**src/rtl/level_detector_scheduler_pkg.sv**
```systemverilog
// rtl/level_detector_scheduler_pkg.sv - shared state encoding and widths for the level detector scheduler
package level_detector_scheduler_pkg;

  localparam int DEFAULT_DB_WIDTH = 9;

  typedef enum logic [1:0] {
    ST_IDLE      = 2'd0,
    ST_ISSUE     = 2'd1,
    ST_WAIT      = 2'd2,
    ST_WRITEBACK = 2'd3
  } state_e;

endpackage

```
**src/rtl/level_detector_scheduler_rr_arbiter.sv**
```systemverilog
// rtl/level_detector_scheduler_rr_arbiter.sv - combinational round-robin pick: first pending at or after rr_ptr
module level_detector_scheduler_rr_arbiter #(
  parameter int NUM_CHANNELS = 4,
  parameter int PTR_W        = $clog2(NUM_CHANNELS)
) (
  input  logic [NUM_CHANNELS-1:0] pending_i,
  input  logic [PTR_W-1:0]        rr_ptr_i,
  output logic [PTR_W-1:0]        winner_o,
  output logic                    any_pending_o
);

  logic [PTR_W-1:0] idx;

  // Scan from the farthest offset down so the nearest pending channel overwrites last.
  always_comb begin
    winner_o      = '0;
    idx           = '0;
    any_pending_o = |pending_i;
    for (int k = NUM_CHANNELS - 1; k >= 0; k--) begin
      idx = PTR_W'((int'(rr_ptr_i) + k) % NUM_CHANNELS);
      if (pending_i[idx]) begin
        winner_o = idx;
      end
    end
  end

endmodule

```
**src/rtl/level_detector_scheduler.sv**
```systemverilog
// rtl/level_detector_scheduler.sv - shares one level detector across channels, round-robin, with per-channel level storage
module level_detector_scheduler
  import level_detector_scheduler_pkg::*;
#(
  parameter int NUM_CHANNELS   = 4,
  parameter int DB_WIDTH       = DEFAULT_DB_WIDTH,
  parameter int TIMEOUT_CYCLES = 15
) (
  input  logic                             clock,
  input  logic                             reset,
  input  logic [NUM_CHANNELS-1:0]          sample_valid,
  input  logic [NUM_CHANNELS*DB_WIDTH-1:0] sample_db,
  output logic                             det_start,
  output logic signed [DB_WIDTH-1:0]       det_input_db,
  output logic signed [DB_WIDTH-1:0]       det_stored_db,
  input  logic                             det_done,
  input  logic signed [DB_WIDTH-1:0]       det_output_level,
  output logic signed [DB_WIDTH-1:0]       level_out,
  output logic [NUM_CHANNELS-1:0]          level_valid,
  output logic                             busy,
  output logic [NUM_CHANNELS-1:0]          overrun,
  output logic                             timeout_err
);

  localparam int PTR_W = $clog2(NUM_CHANNELS);
  localparam int TMR_W = $clog2(TIMEOUT_CYCLES + 1);

  state_e state_q, state_d;

  logic [NUM_CHANNELS-1:0]    pending_q, pending_d;
  logic signed [DB_WIDTH-1:0] data_q   [NUM_CHANNELS];
  logic signed [DB_WIDTH-1:0] data_d   [NUM_CHANNELS];
  logic signed [DB_WIDTH-1:0] stored_q [NUM_CHANNELS];
  logic signed [DB_WIDTH-1:0] stored_d [NUM_CHANNELS];
  logic [NUM_CHANNELS-1:0]    overrun_q, overrun_d;
  logic [PTR_W-1:0]           rr_ptr_q, rr_ptr_d;
  logic [PTR_W-1:0]           win_q, win_d;
  logic [TMR_W-1:0]           timer_q, timer_d;
  logic                       done_q;
  logic                       start_q, start_d;
  logic signed [DB_WIDTH-1:0] in_db_q, in_db_d;
  logic signed [DB_WIDTH-1:0] st_db_q, st_db_d;
  logic signed [DB_WIDTH-1:0] level_q, level_d;
  logic [NUM_CHANNELS-1:0]    lvalid_q, lvalid_d;
  logic                       timeout_q, timeout_d;

  logic [NUM_CHANNELS-1:0]    clear_vec;
  logic [PTR_W-1:0]           arb_winner;
  logic                       arb_any;
  logic                       done_rise;

  level_detector_scheduler_rr_arbiter #(
    .NUM_CHANNELS (NUM_CHANNELS),
    .PTR_W        (PTR_W)
  ) u_arb (
    .pending_i     (pending_q),
    .rr_ptr_i      (rr_ptr_q),
    .winner_o      (arb_winner),
    .any_pending_o (arb_any)
  );

  // Only a fresh rising edge completes; a done left high from the previous job is ignored.
  assign done_rise = det_done & ~done_q;

  always_comb begin
    state_d   = state_q;
    pending_d = pending_q;
    data_d    = data_q;
    stored_d  = stored_q;
    overrun_d = overrun_q;
    rr_ptr_d  = rr_ptr_q;
    win_d     = win_q;
    timer_d   = timer_q;
    start_d   = 1'b0;
    in_db_d   = in_db_q;
    st_db_d   = st_db_q;
    level_d   = level_q;
    lvalid_d  = '0;
    timeout_d = timeout_q;
    clear_vec = '0;

    case (state_q)
      ST_IDLE: begin
        if (arb_any) begin
          state_d               = ST_ISSUE;
          win_d                 = arb_winner;
          start_d               = 1'b1;
          in_db_d               = data_q[arb_winner];
          st_db_d               = stored_q[arb_winner];
          clear_vec[arb_winner] = 1'b1;
          rr_ptr_d              = (arb_winner == PTR_W'(NUM_CHANNELS - 1)) ? '0
                                                                          : arb_winner + PTR_W'(1);
          timer_d               = '0;
        end
      end
      ST_ISSUE: begin
        state_d = ST_WAIT;
      end
      ST_WAIT: begin
        if (done_rise) begin
          state_d         = ST_WRITEBACK;
          stored_d[win_q] = det_output_level;
          level_d         = det_output_level;
          lvalid_d[win_q] = 1'b1;
        end else if (timer_q == TMR_W'(TIMEOUT_CYCLES - 1)) begin
          state_d   = ST_IDLE;
          timeout_d = 1'b1;
        end else begin
          timer_d = timer_q + TMR_W'(1);
        end
      end
      ST_WRITEBACK: begin
        state_d = ST_IDLE;
      end
      default: begin
        state_d = ST_IDLE;
      end
    endcase

    // A strobe on the channel being granted this cycle re-arms it without flagging overrun.
    for (int i = 0; i < NUM_CHANNELS; i++) begin
      if (clear_vec[i]) begin
        pending_d[i] = 1'b0;
      end
      if (sample_valid[i]) begin
        if (pending_q[i] && !clear_vec[i]) begin
          overrun_d[i] = 1'b1;
        end
        pending_d[i] = 1'b1;
        data_d[i]    = sample_db[i*DB_WIDTH +: DB_WIDTH];
      end
    end
  end

  always_ff @(posedge clock) begin
    if (reset) begin
      state_q   <= ST_IDLE;
      pending_q <= '0;
      overrun_q <= '0;
      rr_ptr_q  <= '0;
      win_q     <= '0;
      timer_q   <= '0;
      done_q    <= 1'b0;
      start_q   <= 1'b0;
      in_db_q   <= '0;
      st_db_q   <= '0;
      level_q   <= '0;
      lvalid_q  <= '0;
      timeout_q <= 1'b0;
      for (int i = 0; i < NUM_CHANNELS; i++) begin
        data_q[i]   <= '0;
        stored_q[i] <= '0;
      end
    end else begin
      state_q   <= state_d;
      pending_q <= pending_d;
      overrun_q <= overrun_d;
      rr_ptr_q  <= rr_ptr_d;
      win_q     <= win_d;
      timer_q   <= timer_d;
      done_q    <= det_done;
      start_q   <= start_d;
      in_db_q   <= in_db_d;
      st_db_q   <= st_db_d;
      level_q   <= level_d;
      lvalid_q  <= lvalid_d;
      timeout_q <= timeout_d;
      data_q    <= data_d;
      stored_q  <= stored_d;
    end
  end

  assign det_start     = start_q;
  assign det_input_db  = in_db_q;
  assign det_stored_db = st_db_q;
  assign level_out     = level_q;
  assign level_valid   = lvalid_q;
  assign busy          = (state_q != ST_IDLE);
  assign overrun       = overrun_q;
  assign timeout_err   = timeout_q;

endmodule

```
**config.mk**
```make
export PLATFORM = sky130hd
export DESIGN_NAME = level_detector_scheduler
export DESIGN_NICKNAME = d
export VERILOG_FILES = /design/src/rtl/level_detector_scheduler_pkg.sv /design/src/rtl/level_detector_scheduler_rr_arbiter.sv /design/src/rtl/level_detector_scheduler.sv
export SDC_FILE = /design/constraint.sdc
export NUM_CORES = 1
export LEC_CHECK = 0
export ABC_AREA = 1
export CAP_MARGIN = 20
export CORE_MARGIN = 4
export CORE_UTILIZATION = 30
export CTS_BUF_LIST = sky130_fd_sc_hd__clkbuf_4 sky130_fd_sc_hd__clkbuf_8
export DETAILED_ROUTE_END_ITERATION = 8
export GPL_TIMING_DRIVEN = 0
export PLACE_DENSITY_LB_ADDON = 0.12
export SLEW_MARGIN = 30
export SYNTH_ARGS = -nofsm -noshare
export SYNTH_HDL_FRONTEND = slang
export SYNTH_SLANG_ARGS = --single-unit
```
**constraint.sdc**
```tcl
create_clock -name clock -period 1.9 [get_ports clock]
set_input_delay 0.19 -clock clock [delete_from_list [all_inputs] [get_ports clock]]
set_output_delay 0.19 -clock clock [all_outputs]
set_load 0.03 [all_outputs]
```
==> qor.csv, run 1 <==
metric,value,unit
switching_power,4.370,mW
core_area,17180,um2
maxSlewHeadroom,59.55,%
path_cells,"buf_6, nand2_2, nand3_2, nand2_2, nand3_2, nand3_2, nand2_2, buf_6, buf_6, clkbuf_16, nand2_2, nand3_2, nand3_2, nand2_1",
numCtsBuffers,17,
yosys.area_share.simple,33.87,%
hp-class,in2reg,
fp.dieH,140.1,um
antennaDiodeCount,0,
ir_drop,0.0006510,V
via_per_inst,4.891,
h-tree-depth,4,
io_pins,90,
cts_tree,yes,
period_needed,1881,ps
yosysTopAreaCell,dfxtp_1,
pwr-share-seq,29.9,%
synth_edf_count,0,
cts.reportedPaths.clkPinSlew,80,ps
final_util,41.75,%
powerDensity,1465,nW/um2
yosys_most_used_dff,dfxtp_1,
rsz0062_at_grt,yes,
ys_top_cells_by_count,"nand2_1, dfxtp_1, nor2_1",
syn_nets,771,
start_util,30.49,%
pwr-share-clk,23.2,%
dieArea,19640,um2
numPortBuffers,88,
synthMuxAreaShare,0,%
cell_internal_pwr,6.137,mW
max_freq,531.5,MHz
finalClockSkew,11.36,ps
synthAdderAreaFrac,0.7167,%
setup_viol,0,
crit_family,simple AND/OR/NAND/NOR gates,
start_kind,register,
synth_xor_xnor_area_share,0,%
nNetsFinal,887,
synth_seq_cells,124,
syn_inst,716,
cts_sinks,124,
required,2240,ps
synth_most_common_cell,nand2_1,
grt_pass1_vias,5104,
netlist_area,5238,um2
seq_area_frac_synth,47.40,%
drive_gt1_share,15.17,%
ys_warn_count,0,
drtIter0Drc,316,
cpMostUsedCell,nand3_2,
arrival,2220,ps
ys_types,30,
setup.worst_path.class,reg2reg,
combPwrFrac,46.9,%
synth_area_leaders,"dfxtp_1, nand3_1, nand2_1",
crit_path_max_fanout,10,
cts.path.max_buffers,2,
yosys.area.top_type_share,47.40,%
rows,48,
antenna_found_initial,0,
drc,0,
synth_compound_area_share,11.01,%
slew_violations,0,
run_status,finished clean,
pre_cts_ws,-308.9,ps
nFillCells,1795,
ctsHoldBuffers,0,
worst_pin_slew,606.7,ps
drt-pass1-iter-count,5,
gr-total-overflow,0,
slowest_stage,dfxtp_4,
avgSynthCellArea,7.315,um2
ant_nets,0,
grt_pass1_wl,26800,um
whs,248.3,ps
grt_usage,17.38,%
place.gp.congestion,0.8805,
wire_per_inst,16.16,um
cellLeakagePower,2.857,nW
drt-total-wl,17280,um
die_x,140.1,um
area_growth,36.93,%
cts_root_buf,clkbuf_8,
endpoint_kind,register,
cp_slowest_stage_delay,360,ps
async_flop_share,0,%
p_sw_share,41.59,%
hpwl,12240,um
via_count,5228,
cp_num_buf_inv,4,
synth_top_family_by_area,simple AND/OR/NAND/NOR gates,
hold_viol_final,0,
finalWorstSetupSlack,18.65,ps
finalCritPeriodShare,99.02,%
insertion_delay,450,ps
grt_max_degree,17,
drv_cap,0,
cell type report:
| cell class | instances | area, um2 | share of cell area [%] |
|---|---|---|---|
| clock buffers | 20 | 262.8 | 3.664 |
| multi-input cells | 511 | 2601 | 36.27 |
| well taps | 225 | 281.5 | 3.925 |
| plain buffers | 47 | 279.0 | 3.890 |
| inverters | 34 | 130.1 | 1.814 |
| flip-flops and latches | 124 | 2499 | 34.84 |
| clock inverters | 11 | 145.1 | 2.024 |
| repair buffers | 97 | 973.4 | 13.57 |
worst min-delay path, stage by stage:
cell      delay (ps)
clkbuf_1         210
o21ai_0          210
nor2_1            50
metrics by stage:
step,setup TNS [ps],power (mW),instance area [um2],std cells
floorplan,0,5.781,5238,716
global placement,-9909,7.194,6400,1029
detailed placement,-10260,7.226,6400,1029
CTS,-31.26,9.877,6890,1063
global route,-1032,11.09,7172,1069
finish,0,10.51,7172,1069
registers in the layout, summed over array words and instances (netlist names):
| register | flops |
|---|---|
| data_q | 36 |
| stored_q | 36 |
| det_input_db | 9 |
| det_stored_db | 9 |
| level_out | 9 |
| level_valid | 4 |
| overrun | 4 |
| pending_q | 4 |
| timer_q | 4 |
| rr_ptr_q | 2 |
| state_q | 2 |
| win_q | 2 |
| det_start | 1 |
| done_q | 1 |
| timeout_err | 1 |
power by group through the flow:
stage	sequential [mW]	clock (mW)	combinational [mW]
finish	3.14	2.43	4.93
global route	3.18	2.60	5.30
CTS	3.12	2.49	4.27
detailed placement	3.17	0	4.06
global placement	3.16	0	4.04
floorplan	3.46	0	2.32
cell usage in the layout, fill, tap and decap left out, types with 3 or more instances in the layout:
master,n
nor2_1,120
dfxtp_1,119
nand2_1,117
clkdlybuf4s50_1,88
nand3_1,82
o21ai_0,60
a21oi_1,38
nand4_1,30
clkbuf_1,24
inv_1,23
nand3_2,21
nand2_2,18
clkbuf_8,18
buf_4,8
inv_2,7
buf_6,6
clkbuf_4,6
buf_2,6
nand3_4,4
dfxtp_4,4
nand2_4,3
clkinv_1,3
clkbuf_2,3
bufinv_16,3
clkinvlp_4,3
clkinv_2,3
worst paths after layout:
| check | startpoint | endpoint | slack, ps | depth (start not counted) |
|---|---|---|---|---|
| min | sample_valid[3] | data_q[4] | 250 | 3 |
| max | rr_ptr_q[0] | det_stored_db[3] | 20 | 14 |
| max reg2reg | rr_ptr_q[0] | det_stored_db[3] | 20 | 14 |
| min reg2reg | det_stored_db[0] | det_stored_db[0] | 450 | 2 |
timing repair:
action,CTS,global route
pin swaps,2,11
gates cloned,1,1
setup buffers,2,5
gates resized for setup,19,63
endpoints found under the setup margin,19,65
logic make-up after synthesis:
family | count (synthesis)
AOI/OAI and AO/OA | 108
buffers and inverters | 81
DFF | 124
and+or+nand+nor | 400
adders and majority gates | 3
per-layer routing:
metal	up-vias	global-route usage [%]	part of all wire (%)
li1	2622	-	-
met3	20	4.507	5.5
met1	2434	24.42	48
met2	152	26.18	46
met5	-	0	0
met4	0	5.456	1.1
(Power assumes the default switching activity.)
==> run 2, diff against run 1 <==
--- a/config.mk
+++ b/config.mk
@@ -8,7 +8,7 @@
 export ABC_AREA = 1
 export CAP_MARGIN = 20
 export CORE_MARGIN = 4
-export CORE_UTILIZATION = 30
+export CORE_UTILIZATION = 49
 export CTS_BUF_LIST = sky130_fd_sc_hd__clkbuf_4 sky130_fd_sc_hd__clkbuf_8
 export DETAILED_ROUTE_END_ITERATION = 8
 export GPL_TIMING_DRIVEN = 0
==> constraint.sdc (replaced) <==
create_clock -name clock -period 1.5 [get_ports clock]
set_input_delay 0.15 -clock clock [delete_from_list [all_inputs] [get_ports clock]]
set_output_delay 0.15 -clock clock [all_outputs]
set_load 0.03 [all_outputs]
==> qor.csv, run 2 (synthesis gave the netlist of run 1 again) <==
metric,value,unit,change
cts.path.max_buffers,2,,unchanged
drive_gt1_share,26.04,%,+11 points
nNetsFinal,911,,+2.7%
slew_violations,0,,unchanged
cts.reportedPaths.clkPinSlew,80,ps,about the same
drv_cap,0,,unchanged
tns,-9710,ps,-9710 ps
crit_path_max_fanout,5,,-5
pwr-share-seq,27.1,%,-2.8 points
max_freq,528.6,MHz,-0.54%
ctsHoldBuffers,0,,unchanged
cpMostUsedCell,nand2_4,,
top_regs,"data_q: 36 flops, stored_q: 36 flops",,
dieArea,12410,um2,-37%
drc,0,,unchanged
detailed_place.area,6324,um2,-1.2%
final_util,74.59,%,+33 points
antennaDiodeCount,0,,unchanged
wire_per_inst,17.68,um,+9.4%
cell_internal_pwr,8.337,mW,+36%
finalCritPeriodShare,126.1,%,+27 points
antenna_found_initial,0,,unchanged
cts_root_buf,clkbuf_8,,
grt_usage,25.45,%,+8.1 points
numCtsBuffers,17,,unchanged
start_kind,register,,
cts_sinks,124,,unchanged
grt_max_degree,17,,unchanged
finalWorstSetupSlack,-391.7,ps,-410.3 ps
setup_viol,30,,+30
worst_pin_slew,742.9,ps,+136.2 ps
layout_commonest_cell,dfxtp_1,,
hp-class,in2reg,,
grt_pass1_wl,25630,um,-4.4%
required,1840,ps,-400 ps
ant_nets,0,,unchanged
run_status,"finished, violations left",,
gr-total-overflow,0,,unchanged
hold_viol_final,0,,unchanged
p_sw_share,43.53,%,+1.9 points
rsz0062_at_grt,yes,,
final_cell_mix,"dfxtp_1, nor2_1, nand2_1",,
via_count,5778,,+11%
area_growth,47.68,%,
cellLeakagePower,3.370,nW,+18%
via_per_inst,5.755,,+18%
setup.worst_path.class,reg2reg,,
place.gp.congestion,0.9664,,+9.8%
core_area,10370,um2,-40%
h-tree-depth,4,,unchanged
ir_drop,0.001211,V,+86%
insertion_delay,440,ps,about the same
combPwrFrac,53.5,%,+6.6 points
rows,37,,-23%
cp_slowest_stage_delay,370,ps,about the same
maxSlewHeadroom,50.47,%,-9.1 points
powerDensity,1909,nW/um2,+30%
violations,setup timing,,
cts_tree,yes,,
io_pins,90,,unchanged
slowest_stage,dfxtp_4,,
period_needed,1892,ps,+10.31 ps
numPortBuffers,88,,unchanged
drtIter0Drc,657,,+110%
crit_family,simple AND/OR/NAND/NOR gates,,
endpoint_kind,register,,
power.total,14.76,mW,+41%
finalClockSkew,11.55,ps,+0.1855 ps
start_util,50.51,%,+20 points
drt-total-wl,17750,um,+2.7%
grt_pass1_vias,5225,,+2.4%
pwr-share-clk,19.4,%,-3.8 points
die_x,111.4,um,-21%
fp.dieH,111.4,um,-21%
drt-pass1-iter-count,7,,+2
whs,217.1,ps,-31.18 ps
arrival,2230,ps,about the same
path_cells,"buf_6, o21ai_4, nand2_2, nand3_4, nand2_4, nand2_4, nand2_4, buf_8, buf_6, clkbuf_16, nand2_2, nand3_2, nand3_2, nand2_1",,
cp_num_buf_inv,4,,unchanged
hpwl,10830,um,-12%
final_area,7735,um2,+7.9%
switching_power,6.426,mW,+47%
[run 2: changes by cell type in the layout (fill, tap and decap cells not counted), moves of 11 or more]
cell,delta
clkdlybuf4s50_1,-38
nor2_1,-11
nand3_2,+16
nand2_1,-20
nand3_1,-23
nand2_4,+17
dlygate4sd2_1,+37
[run 2: power groups by stage]
stage / combinational [mW] / sequential (mW) / clock (mW)
6_report: 7.90 / 4.00 / 2.87
5_1_grt: 8.28 / 4.04 / 3.01
4_1_cts: 6.00 / 3.94 / 2.87
3_5_place_dp: 5.10 / 4.00 / 0
3_3_place_gp: 5.00 / 3.99 / 0
2_1_floorplan: 3.01 / 4.39 / 0
[run 2: layout make-up]
cell class	count	area, um2
buffer	46	337.8
clock buffer	17	234.0
clock inverter	14	148.9
fill	766	2635
inverter	34	135.1
multi-input combinational	514	3019
sequential	124	2497
tap	136	170.2
timing repair buffer	118	1185
timing repair inverter	1	7.507
[run 2: layer usage]
metal	global-route usage [%]	up-vias	part of all wire, %
met5	0	-	0
met4	7.786	0	3.0
met3	6.141	60	10
met2	40.05	361	45
met1	34.80	2684	42
li1	-	2673	-
[run 2: worst paths after layout]
check,cells past startpoint,slack (ps),start,to
worst min-delay path,3,220,sample_valid[3],data_q[4]
worst max-delay path,14,-390,rr_ptr_q[0],det_stored_db[7]
worst max register to register,14,-390,rr_ptr_q[0],det_stored_db[7]
worst min register to register,2,450,det_stored_db[7],det_stored_db[7]
[run 2: worst min-delay path: stages]
cell and delay (ps):
clkbuf_1 210, o21ai_0 210, nor2_1 40
[run 2: what timing repair did]
| item | in CTS | in global routing |
|---|---|---|
| setup buffers | 13 | 12 |
| endpoints found under the setup margin | 122 | 91 |
| pin swaps | 21 | 46 |
| gates cloned | 2 | 7 |
| gates resized for setup | 112 | 137 |
| hold endpoints to repair | 0 | 0 |
[run 2: stage by stage]
stage | std cells | worst slack [ps]
after floorplan | 716 | -205.7
after global placement | 940 | -586.6
after detailed placement | 940 | -684.6
after CTS | 986 | -337.3
after global routing | 1004 | -471.5
final | 1004 | -391.7
==> run 3, diff against run 2 <==
--- a/config.mk
+++ b/config.mk
@@ -7,7 +7,6 @@
 export LEC_CHECK = 0
 export ABC_AREA = 1
 export CAP_MARGIN = 20
-export CORE_MARGIN = 4
 export CORE_UTILIZATION = 49
 export CTS_BUF_LIST = sky130_fd_sc_hd__clkbuf_4 sky130_fd_sc_hd__clkbuf_8
 export DETAILED_ROUTE_END_ITERATION = 8
==> qor.csv, run 3 (synthesis gave the netlist of run 1 again) <==
metric,value,unit,change
run_status,"finished, violations left",,
violations,setup timing,,
start_kind,register,,
required,1910,ps,+70 ps
r2r-start,rr_ptr_q[0],,
insertion_delay,460,ps,+20 ps
finalClockSkew,9.590,ps,-1.959 ps
setup.worst_path.class,reg2reg,,
grt_max_degree,17,,unchanged
drt-total-wl,18180,um,+2.4%
numPortBuffers,88,,unchanged
final_area,7676,um2,-0.76%
grt_usage,31.19,%,+5.7 points
slew_violations,0,,unchanged
maxSlewHeadroom,49.07,%,-1.4 points
drt-pass1-iter-count,6,,-1
numCtsBuffers,17,,unchanged
nNetsFinal,914,,+0.33%
finalWorstSetupSlack,-548.1,ps,-156.4 ps
period_needed,2048,ps,+156.4 ps
path_cells,"buf_8, nand2_2, nand2_2, nand2_2, nand3_2, nand2_1, nand2_2, nand2_2, buf_6, buf_8, ha_4, nand2_4, nand2_4, nor2_2, o21a_1",,
finalCritPeriodShare,136.5,%,+10 points
cts_tree,yes,,
dieArea,11110,um2,-10%
via_per_inst,5.701,,-0.94%
ir_drop,0.001162,V,-4.1%
hp-start,sample_valid[3],,
rows,37,,unchanged
cp_num_buf_inv,3,,-1
place.gp.congestion,0.9300,,-3.8%
die_x,105.4,um,-5.4%
dpl.cell_count,940,,unchanged
cts_sinks,124,,unchanged
rsz0062_at_grt,yes,,
nFillCells,794,,+3.7%
final_util,74.35,%,-0.24 points
drc,0,,unchanged
grt_pass1_wl,26590,um,+3.7%
final_cell_mix,"dfxtp_1, nor2_1, nand2_1",,
antenna_found_initial,0,,unchanged
cp_slowest_stage_delay,410,ps,+40 ps
instances_no_fill,1007,,+0.30%
drv_cap,0,,unchanged
crit_path_max_fanout,5,,unchanged
area_growth,46.56,%,
hold_viol_final,0,,unchanged
drtIter0Drc,701,,+6.7%
startpoint,rr_ptr_q[0],,
core_area,10320,um2,-0.45%
h-tree-depth,4,,unchanged
seq_area,2506,um2,+0.35%
gr-total-overflow,0,,unchanged
cts.reportedPaths.clkPinSlew,80,ps,about the same
cts.path.max_buffers,2,,unchanged
hp-class,in2reg,,
slowest_stage,dfxtp_4,,
rrSetupSlack,-550,ps,-160 ps
cpMostUsedCell,nand2_2,,
tns,-13200,ps,-3489 ps
endpoint_kind,register,,
hpwl,10890,um,+0.52%
multi_input_area,2912,um2,-3.6%
top_regs,"data_q: 36 flops, stored_q: 36 flops",,
cts_root_buf,clkbuf_8,,
crit_family,simple AND/OR/NAND/NOR gates,,
grt_pass1_vias,5206,,-0.36%
max_freq,488.3,MHz,-7.6%
ant_nets,0,,unchanged
layout_commonest_cell,dfxtp_1,,
io_pins,90,,unchanged
drive_gt1_share,25.14,%,-0.89 points
arrival,2460,ps,+230 ps
cellLeakagePower,3.345,nW,-0.75%
via_count,5741,,-0.64%
worst_pin_slew,764.0,ps,+21.09 ps
antennaDiodeCount,0,,unchanged
fp.dieH,105.4,um,-5.4%
detailed_place.area,6324,um2,unchanged
wire_per_inst,18.05,um,+2.1%
start_util,50.73,%,+0.23 points
setup_viol,39,,+30%
powerDensity,1901,nW/um2,-0.41%
run 3: cell types whose count changed in the layout (fill, tap and decap cells not counted), sizes merged:
cell / before / now
bufbuf: 1 / 0
clkbuf: 51 / 47
inv: 32 / 31
nand3: 110 / 107
dlymetal6s2s: 0 / 1
clkinv: 7 / 6
buf: 41 / 56
clkinvlp: 8 / 6
dlygate4sd2: 37 / 36
run 3: final timing paths:
path,to,depth (start not counted)
min reg2reg,det_stored_db[5],2
min,data_q[5],3
max,overrun[3],15
max reg2reg,overrun[3],15
run 3: final cells by class:
| cell class | instances | share of cell area, % |
|---|---|---|
| Buffer | 45 | 3.961 |
| Tap cell | 136 | 2.217 |
| Multi-Input combinational cell | 511 | 37.93 |
| Timing Repair Buffer | 125 | 15.99 |
| Clock buffer | 21 | 3.765 |
| Sequential cell | 124 | 32.65 |
| Clock inverter | 10 | 1.483 |
| Inverter | 34 | 1.907 |
| Timing Repair inverter | 1 | 0.09780 |
run 3: metrics by stage:
step / setup slack, ps / hold slack, ps / power, mW
3_5_place_dp: -635.7 / 443.9 / 9.057
4_1_cts: -366.4 / 160.0 / 13.51
3_3_place_gp: -601.7 / 437.9 / 8.984
2_1_floorplan: -205.7 / 274.9 / 7.406
5_1_grt: -592.7 / 189.0 / 15.12
6_report: -548.1 / 181.2 / 14.59
run 3: repair_timing:
item | CTS | global route
setup endpoints to repair | 122 | 79
pin swaps | 16 | 38
cloned | 5 | 0
resized for setup | 141 | 93
buffers inserted | 22 | 12
hold buffers | 0 | 0
run 3: metal layers:
layer / up-vias / share of wire, % / GRT usage, %
li1: 2678 / - / -
met1: 2694 / 42 / 41.91
met2: 295 / 47 / 48.31
met3: 74 / 7.8 / 7.297
met4: 0 / 3.5 / 12.27
met5: - / 0 / 0
run 3: report_power, final:
group	switching [mW]	internal [mW]	total, mW
Sequential	0.320	3.71	4.03
Combinational	4.56	2.98	7.54
Clock	1.38	1.64	3.02
Total	6.26	8.33	14.6
run 3: worst reg2reg max path, stage by stage, from the launching register on:
cell     delay (ps)
dfxtp_4         410
buf_8           150
nand2_2          70
nand2_2         100
nand2_2          70
nand3_2         100
nand2_1          80
nand2_2         110
nand2_2          90
buf_6           140
buf_8           120
ha_4            170
nand2_4          90
nand2_4          50
nor2_2          120
o21a_1          140
